**src/rtl/nibble_serial_adder.sv**
```systemverilog
// nibble_serial_adder
//   Multi-cycle wide adder built around a single 4-bit ripple-carry stage.
//   Operands are captured on an accepted start and consumed one nibble per
//   clock, least significant nibble first. The carry between nibbles lives in
//   carry_reg. When the top nibble has been added, the full sum and the final
//   carry-out are loaded into the output registers.
//
// Ports
//   clk    rising-edge clock
//   rst    synchronous, active-high reset (drops any operation in flight)
//   start  begin an add; only looked at while idle
//   a, b   W-bit operands, W = 4*NIBBLES, captured with start
//   cin    carry into nibble 0, captured with start
//   busy   high while nibbles are being added
//   done   one-cycle pulse; sum/cout hold the new result
//   sum    registered W-bit result (holds the previous result until the next one completes)
//   cout   registered carry-out of the most significant nibble
module nibble_serial_adder #(
    parameter int NIBBLES = 4
) (
    input  logic                   clk,
    input  logic                   rst,
    input  logic                   start,
    input  logic [4*NIBBLES-1:0]   a,
    input  logic [4*NIBBLES-1:0]   b,
    input  logic                   cin,
    output logic                   busy,
    output logic                   done,
    output logic [4*NIBBLES-1:0]   sum,
    output logic                   cout
);

    localparam int W  = 4 * NIBBLES;
    localparam int IW = (NIBBLES > 1) ? $clog2(NIBBLES) : 1;
    localparam logic [IW-1:0] LAST_IDX = IW'(NIBBLES - 1);

    typedef enum logic [1:0] {
        IDLE = 2'd0,
        ADD  = 2'd1,
        DONE = 2'd2
    } state_t;

    state_t          state_reg, state_next;
    logic [W-1:0]    a_reg, b_reg;
    logic [W-1:0]    partial_reg, partial_next;
    logic [W-1:0]    sum_reg;
    logic            carry_reg, cout_reg;
    logic [IW-1:0]   idx_reg;

    logic [3:0]      a_nib, b_nib, nib_sum;
    logic [4:0]      chain;
    logic            last_nib;

    assign last_nib = (idx_reg == LAST_IDX);

    // Select the current nibble pair from the captured operands.
    always_comb begin
        a_nib = '0;
        b_nib = '0;
        for (int i = 0; i < NIBBLES; i++) begin
            if (idx_reg == IW'(i)) begin
                a_nib = a_reg[4*i +: 4];
                b_nib = b_reg[4*i +: 4];
            end
        end
    end

    // 4-bit ripple chain; chain[0] is the carry held from the previous nibble.
    assign chain[0] = carry_reg;
    generate
        for (genvar gi = 0; gi < 4; gi++) begin : g_ripple
            assign nib_sum[gi]   = a_nib[gi] ^ b_nib[gi] ^ chain[gi];
            assign chain[gi+1]   = (a_nib[gi] & b_nib[gi]) |
                                   (chain[gi] & (a_nib[gi] ^ b_nib[gi]));
        end
    endgenerate

    // Partial result with the current nibble sum merged in. On the last
    // nibble this is the complete sum, so it can be loaded straight into
    // sum_reg on the same edge.
    generate
        for (genvar gi = 0; gi < NIBBLES; gi++) begin : g_partial
            assign partial_next[4*gi +: 4] = (idx_reg == IW'(gi)) ? nib_sum
                                                                  : partial_reg[4*gi +: 4];
        end
    endgenerate

    // State register
    always_ff @(posedge clk) begin
        if (rst) begin
            state_reg <= IDLE;
        end else begin
            state_reg <= state_next;
        end
    end

    // Next-state logic
    always_comb begin
        state_next = state_reg;
        case (state_reg)
            IDLE:    if (start) state_next = ADD;
            ADD:     if (last_nib) state_next = DONE;
            DONE:    state_next = IDLE;
            default: state_next = IDLE;
        endcase
    end

    // Datapath registers
    always_ff @(posedge clk) begin
        if (rst) begin
            a_reg       <= '0;
            b_reg       <= '0;
            carry_reg   <= 1'b0;
            idx_reg     <= '0;
            partial_reg <= '0;
            sum_reg     <= '0;
            cout_reg    <= 1'b0;
        end else begin
            case (state_reg)
                IDLE: begin
                    if (start) begin
                        a_reg     <= a;
                        b_reg     <= b;
                        carry_reg <= cin;
                        idx_reg   <= '0;
                    end
                end
                ADD: begin
                    partial_reg <= partial_next;
                    carry_reg   <= chain[4];
                    if (last_nib) begin
                        sum_reg  <= partial_next;
                        cout_reg <= chain[4];
                    end else begin
                        idx_reg <= idx_reg + IW'(1);
                    end
                end
                default: ;
            endcase
        end
    end

    assign busy = (state_reg == ADD);
    assign done = (state_reg == DONE);
    assign sum  = sum_reg;
    assign cout = cout_reg;

endmodule

```
**config.mk**
```make
export PLATFORM = sky130hd
export DESIGN_NAME = nibble_serial_adder
export DESIGN_NICKNAME = d
export VERILOG_FILES = /design/src/rtl/nibble_serial_adder.sv
export SDC_FILE = /design/constraint.sdc
export NUM_CORES = 1
export LEC_CHECK = 0
export CAP_MARGIN = 20
export CORE_ASPECT_RATIO = 1.1
export CORE_MARGIN = 4
export CORE_UTILIZATION = 40
export CTS_BUF_LIST = sky130_fd_sc_hd__clkbuf_2
export DETAILED_ROUTE_END_ITERATION = 10
export GPL_TIMING_DRIVEN = 0
export PLACE_DENSITY_LB_ADDON = 0.08
export RECOVER_POWER = 50
export SLEW_MARGIN = 15
export SYNTH_ARGS = -nofsm -noshare
export SYNTH_HDL_FRONTEND = slang
export SYNTH_SLANG_ARGS = --single-unit
```
**constraint.sdc**
```tcl
create_clock -name clk -period 5.3 [get_ports clk]
set_clock_uncertainty 0.2 [all_clocks]
set_input_delay 1.06 -clock clk [delete_from_list [all_inputs] [get_ports clk]]
set_output_delay 1.06 -clock clk [all_outputs]
set_load 0.02 [all_outputs]
```
Word-level counts from Yosys, hierarchy flattened --
Cells that the tools add are included.
Word-level totals: latch bits 0, register bits 70, logic and storage cells 65, memory bits (writable) 0, ROM bits 0, output and inout port bits 19, memories kept 0
Operators by class: reductions and logical operators 8, muxes and demuxes 20, shift operators 0, $add $sub $neg 1, $mul 0, magnitude comparators 0, equality and inequality tests 8, bitwise logic cells 20, div/mod/pow operators 0
Operators with widths (number):
- $mux 4 | 12
- $and 1x1->1 | 8
- $mux 2 | 4
- $pmux 2 s2 | 2
- $reduce_and 2->1 | 4
- $xor 1x1->1 | 8
- $eq 2x2->1 const B | 3
- $eq 2x1->1 const B | 2
- $logic_not 2->1 | 2
- $ne 2x2->1 const B | 2
- $or 1x1->1 | 4
- $reduce_and 3->1 | 1
- $add 2x1->2 const B | 1
- $ne 2x1->1 const B | 1
- $pmux 1 s2 | 1
- $reduce_bool 2->1 | 1
- $mux 1 | 1

Longest topological paths before layout --
depth after elaboration 15, mapped depth 15

Worst setup path after synthesis --
OpenSTA, ideal clock, no wires.
path kind register to register, from reg idx_reg[0], to reg sum_reg[11], in the netlist sum[11], path slack 1.852 ns, data required time 4.976 ns, clock period less this slack 3.448 ns, stages on the path, launching flop included 16, arrival 3.124 ns, cell sequence dfxtp_1 -> inv_1 -> ha_1 -> buf_2 -> buf_1 -> a21oi_1 -> o21ai_0 -> a22oi_1 -> fa_1 -> inv_1 -> fa_1 -> fa_1 -> fa_1 -> clkbuf_2 -> mux2i_1 -> o2bb2ai_1
Between the ends: word-level cells in the longest chain between the ends 14, elaborated cells on any way between the ends 28, classes of those cells 3 x eq/ne; 9 x mux; 14 x bitwise; 2 x reduce/logical
Ends and longest elaborated chain:
- start: declaration | RTL line 48 | logic [IW-1:0] idx_reg;
- start signal: assignment | RTL line 135 | idx_reg <= idx_reg + IW'(1);
- $logic_not 2->1 | RTL line 61 | if (idx_reg == IW'(i)) begin
- $mux 4 (4 in a row) | RTL line 61
- $xor 1x1->1 | RTL line 74 | (chain[gi] & (a_nib[gi] ^ b_nib[gi]));
- $and 1x1->1 | RTL line 74
- $or 1x1->1 | RTL line 73 | assign chain[gi+1] = (a_nib[gi] & b_nib[gi]) |
- $and 1x1->1 | RTL line 74
- $or 1x1->1 | RTL line 73
- $and 1x1->1 | RTL line 74
- $or 1x1->1 | RTL line 73
- $xor 1x1->1 | RTL line 72 | assign nib_sum[gi] = a_nib[gi] ^ b_nib[gi] ^ chain[gi];
- $mux 4 | RTL line 83 | assign partial_next[4*gi +: 4] = (idx_reg == IW'(gi)) ? nib_sum
- end signal: assignment | RTL line 132 | sum_reg <= partial_next;
- end: declaration | RTL line 46 | logic [W-1:0] sum_reg;
Parallel ways exist; a longest one is shown, timed or not. A chain may end at the register's enable or synchronous reset.

Final worst setup path --
from reg idx_reg[0], to reg partial_reg[11]
Between the ends: word-level cells in the longest chain between the ends 14, elaborated cells on any way between the ends 27, classes of those cells 3 x eq/ne; 9 x mux; 14 x bitwise; 1 x reduce/logical
Ends and longest elaborated chain:
- $logic_not 2->1 | RTL line 61
- $mux 4 (4 in a row) | RTL line 61
- $xor 1x1->1 | RTL line 74
- $and 1x1->1 | RTL line 74
- $or 1x1->1 | RTL line 73
- $and 1x1->1 | RTL line 74
- $or 1x1->1 | RTL line 73
- $and 1x1->1 | RTL line 74
- $or 1x1->1 | RTL line 73
- $xor 1x1->1 | RTL line 72
- $mux 4 * | RTL line 83
- end signal: assignment | RTL line 129 | partial_reg <= partial_next;
- end: declaration | RTL line 45 | logic [W-1:0] partial_reg, partial_next;
Every way passes the cells marked *; elsewhere a longest branch is shown, timed or not.

==> flow_metrics.tcl <==
set metrics [dict create \
    rsz0062_at_grt "no" \
    async_reset_ff_share_pct 0 \
    ys_seq_elements 66 \
    vias 2585 \
    cts_buffer_depth 2 \
    clk-insertion-delay-late_ns 0.49 \
    cts_buffers 9 \
    reg2reg_depth 13 \
    seq_area_um2 1320 \
    p_leak_nw 1.38 \
    cp.arrival_ns 4.22 \
    critPathCaptureType "register" \
    clockRootBuffer "clkbuf_2" \
    hold_path.class "register to register" \
    gr-total-overflow 0 \
    multi_input_area_um2 1350 \
    tritoncts "built" \
    antenna_cells 0 \
    synthDistinctLibCells 30 \
    peakVddDrop_uv 121 \
    worstHoldStart "b_reg[11]" \
    area_growth_pct 23.6 \
    min_period_ns 3.99 \
    dpl-instance-area_um2 3560 \
    rrSetupSlack_ns 1.31 \
    wl_per_cell_um 13.9 \
    cts_resized 0 \
    cap_violations 0 \
    worst_pin_slew_ns 0.756 \
    fin_util_pct 51.3 \
    grt_pass1_wl_mm 11.5 \
    powerDensity_nw_per_um2 262 \
    crit_required_ns 5.53 \
    seq_area_frac_synth_pct 45.1 \
    routed_wl_mm 6.96 \
    ys.flop_type "dfxtp_1" \
    r2r-start "idx_reg[0]" \
    final.setup.tns_ns 0 \
    layout_commonest_cell "nand2_1" \
    grt_pass1_vias 2389 \
    ys_warn_count 0 \
    drv_slew 0 \
    h-tree-depth 3 \
    min_to "b_reg[11]" \
    antenna_left 0 \
    floorplan.initialDensity_pct 41.5 \
    die_x_um 89.6 \
    min_path_cells 2 \
    synth_cells 345 \
    drt-initial-drc-count 80 \
    syn-cell-area_um2 2930 \
    post_cts.repair.setup_buffers 0 \
    pin_count 55 \
    reg2reg_to "partial_reg[11]" \
    cts_hold_buf 0 \
    layout-drive-gt1-share_pct 9.90 \
    worst-setup-path-type "register to register" \
    synth_fp_nets 389 \
    postSynthAreaPerCell_um2 8.48 \
    finalHoldViolations 0 \
    drtPass1Iterations 4 \
    outcome "finished clean" \
    hpwl_mm 5.13 \
    avgViaCountPerCell 5.18 \
    fillCellCount 731 \
    setup_violations 0 \
    rows 32 \
    critPathLaunchType "register" \
    path_clk_slew_ns 0.18 \
    gp_congestion 0.814 \
    finalCritPeriodShare_pct 75.4 \
    core_area_um2 7050 \
    drc 0 \
    synth_edf_count 0 \
    fmax_mhz 250 \
    final_cell_area_um2 3620 \
    antenna_found_initial 0 \
    worstPathMaxFanout 10 \
    place.port_buffers 53 \
    nNetsFinal 453 \
    die_h_um 97.7 \
    grt_usage_pct 16.8 \
    dieArea_um2 8750 \
    grt_max_degree 11 \
    final_cell_mix "nand2_1 (81), a21oi_1 (66), dfxtp_1 (66)" \
    slew_headroom_pct 49.5 \
    cts_sinks 66 \
]
==> worst max-delay path, cell delays in order, from the launching register on <==
cell      delay (ns)
dfxtp_1         0.47
ha_1            0.18
clkbuf_1        0.40
buf_2           0.36
o21ai_0         0.14
a22oi_1         0.22
fa_1            0.21
inv_1           0.05
fa_1            0.37
fa_1            0.39
fa_1            0.49
clkbuf_2        0.22
nand3_1         0.11
a21oi_1         0.14
==> report_power, final <==
| group | switching [mW] | leakage (nW) | internal, mW |
|---|---|---|---|
| Sequential | 0.0113 | 0.538 | 0.518 |
| Combinational | 0.105 | 0.778 | 0.0763 |
| Clock | 0.172 | 0.0631 | 0.0641 |
| Total | 0.288 | 1.38 | 0.658 |
==> through the flow <==
stage	power, mW	instances	hold WS (ns)	setup slack [ns]
6_report	0.946	499	0.265	1.31
5_1_grt	0.998	499	0.285	1.04
4_1_cts	0.955	499	0.268	1.32
3_5_place_dp	0.725	483	0.247	1.38
3_3_place_gp	0.723	483	0.242	1.35
2_1_floorplan	0.657	345	0.236	1.85
==> layout make-up <==
class	count	share of cell area, %
buffer	35	5.05
clock buffer	12	1.66
clock inverter	4	0.519
inverter	14	1.45
multi-input combinational	230	37.2
sequential	66	36.5
tap	85	2.94
timing repair buffer	53	14.7
==> per-layer routing <==
| metal | vias up | share of wire, % | global-route usage, % |
|---|---|---|---|
| met5 | - | 0 | 0 |
| met4 | 0 | 1.7 | 5.50 |
| met3 | 12 | 5.0 | 4.50 |
| met2 | 53 | 48 | 26.4 |
| met1 | 1219 | 45 | 22.1 |
| li1 | 1301 | - | - |
==> cells in the mapped netlist, types with 3 or more instances <==
master	n	share of area, %
nand2_1	81	10
a21oi_1	66	11
dfxtp_1	66	45
buf_2	15	2.6
inv_1	14	1.8
a22o_1	13	3.9
nand3_1	10	1.7
o2bb2ai_1	10	3.0
mux2i_1	9	3.1
clkbuf_1	8	1.0
o21ai_0	8	1.4
buf_6	6	2.3
nand3b_1	5	1.3
nor2_1	5	0.64
fa_1	4	2.7
ha_1	4	1.7
a311oi_1	3	0.90
clkbuf_2	3	0.51
==> cells by family (layout without fill, tap and decap cells) <==
logic type / count (synthesis) / in the layout / share of synthesized area, %
and+or+nand+nor: 107 / 107 / 16.2
AOI/OAI and AO/OA: 106 / 106 / 22.4
DFF: 66 / 66 / 45.1
buffers and inverters: 49 / 118 / 8.72
muxes: 9 / 9 / 3.08
adders and majority gates: 8 / 8 / 4.45
==> worst max-delay path by stage <==
| stage | start | end | slack, ns | cells after the start |
|---|---|---|---|---|
| floorplan | idx_reg[0] | sum[11] | 1.85 | 15 |
| global placement | idx_reg[0] | sum[11] | 1.35 | 13 |
| detailed placement | idx_reg[0] | sum[11] | 1.38 | 13 |
| CTS | idx_reg[0] | sum[7] | 1.32 | 13 |
| global route | idx_reg[0] | sum[11] | 1.04 | 13 |
| finish | idx_reg[0] | partial_reg[11] | 1.31 | 13 |
No activity file was read; power rests on OpenSTA's default activity.
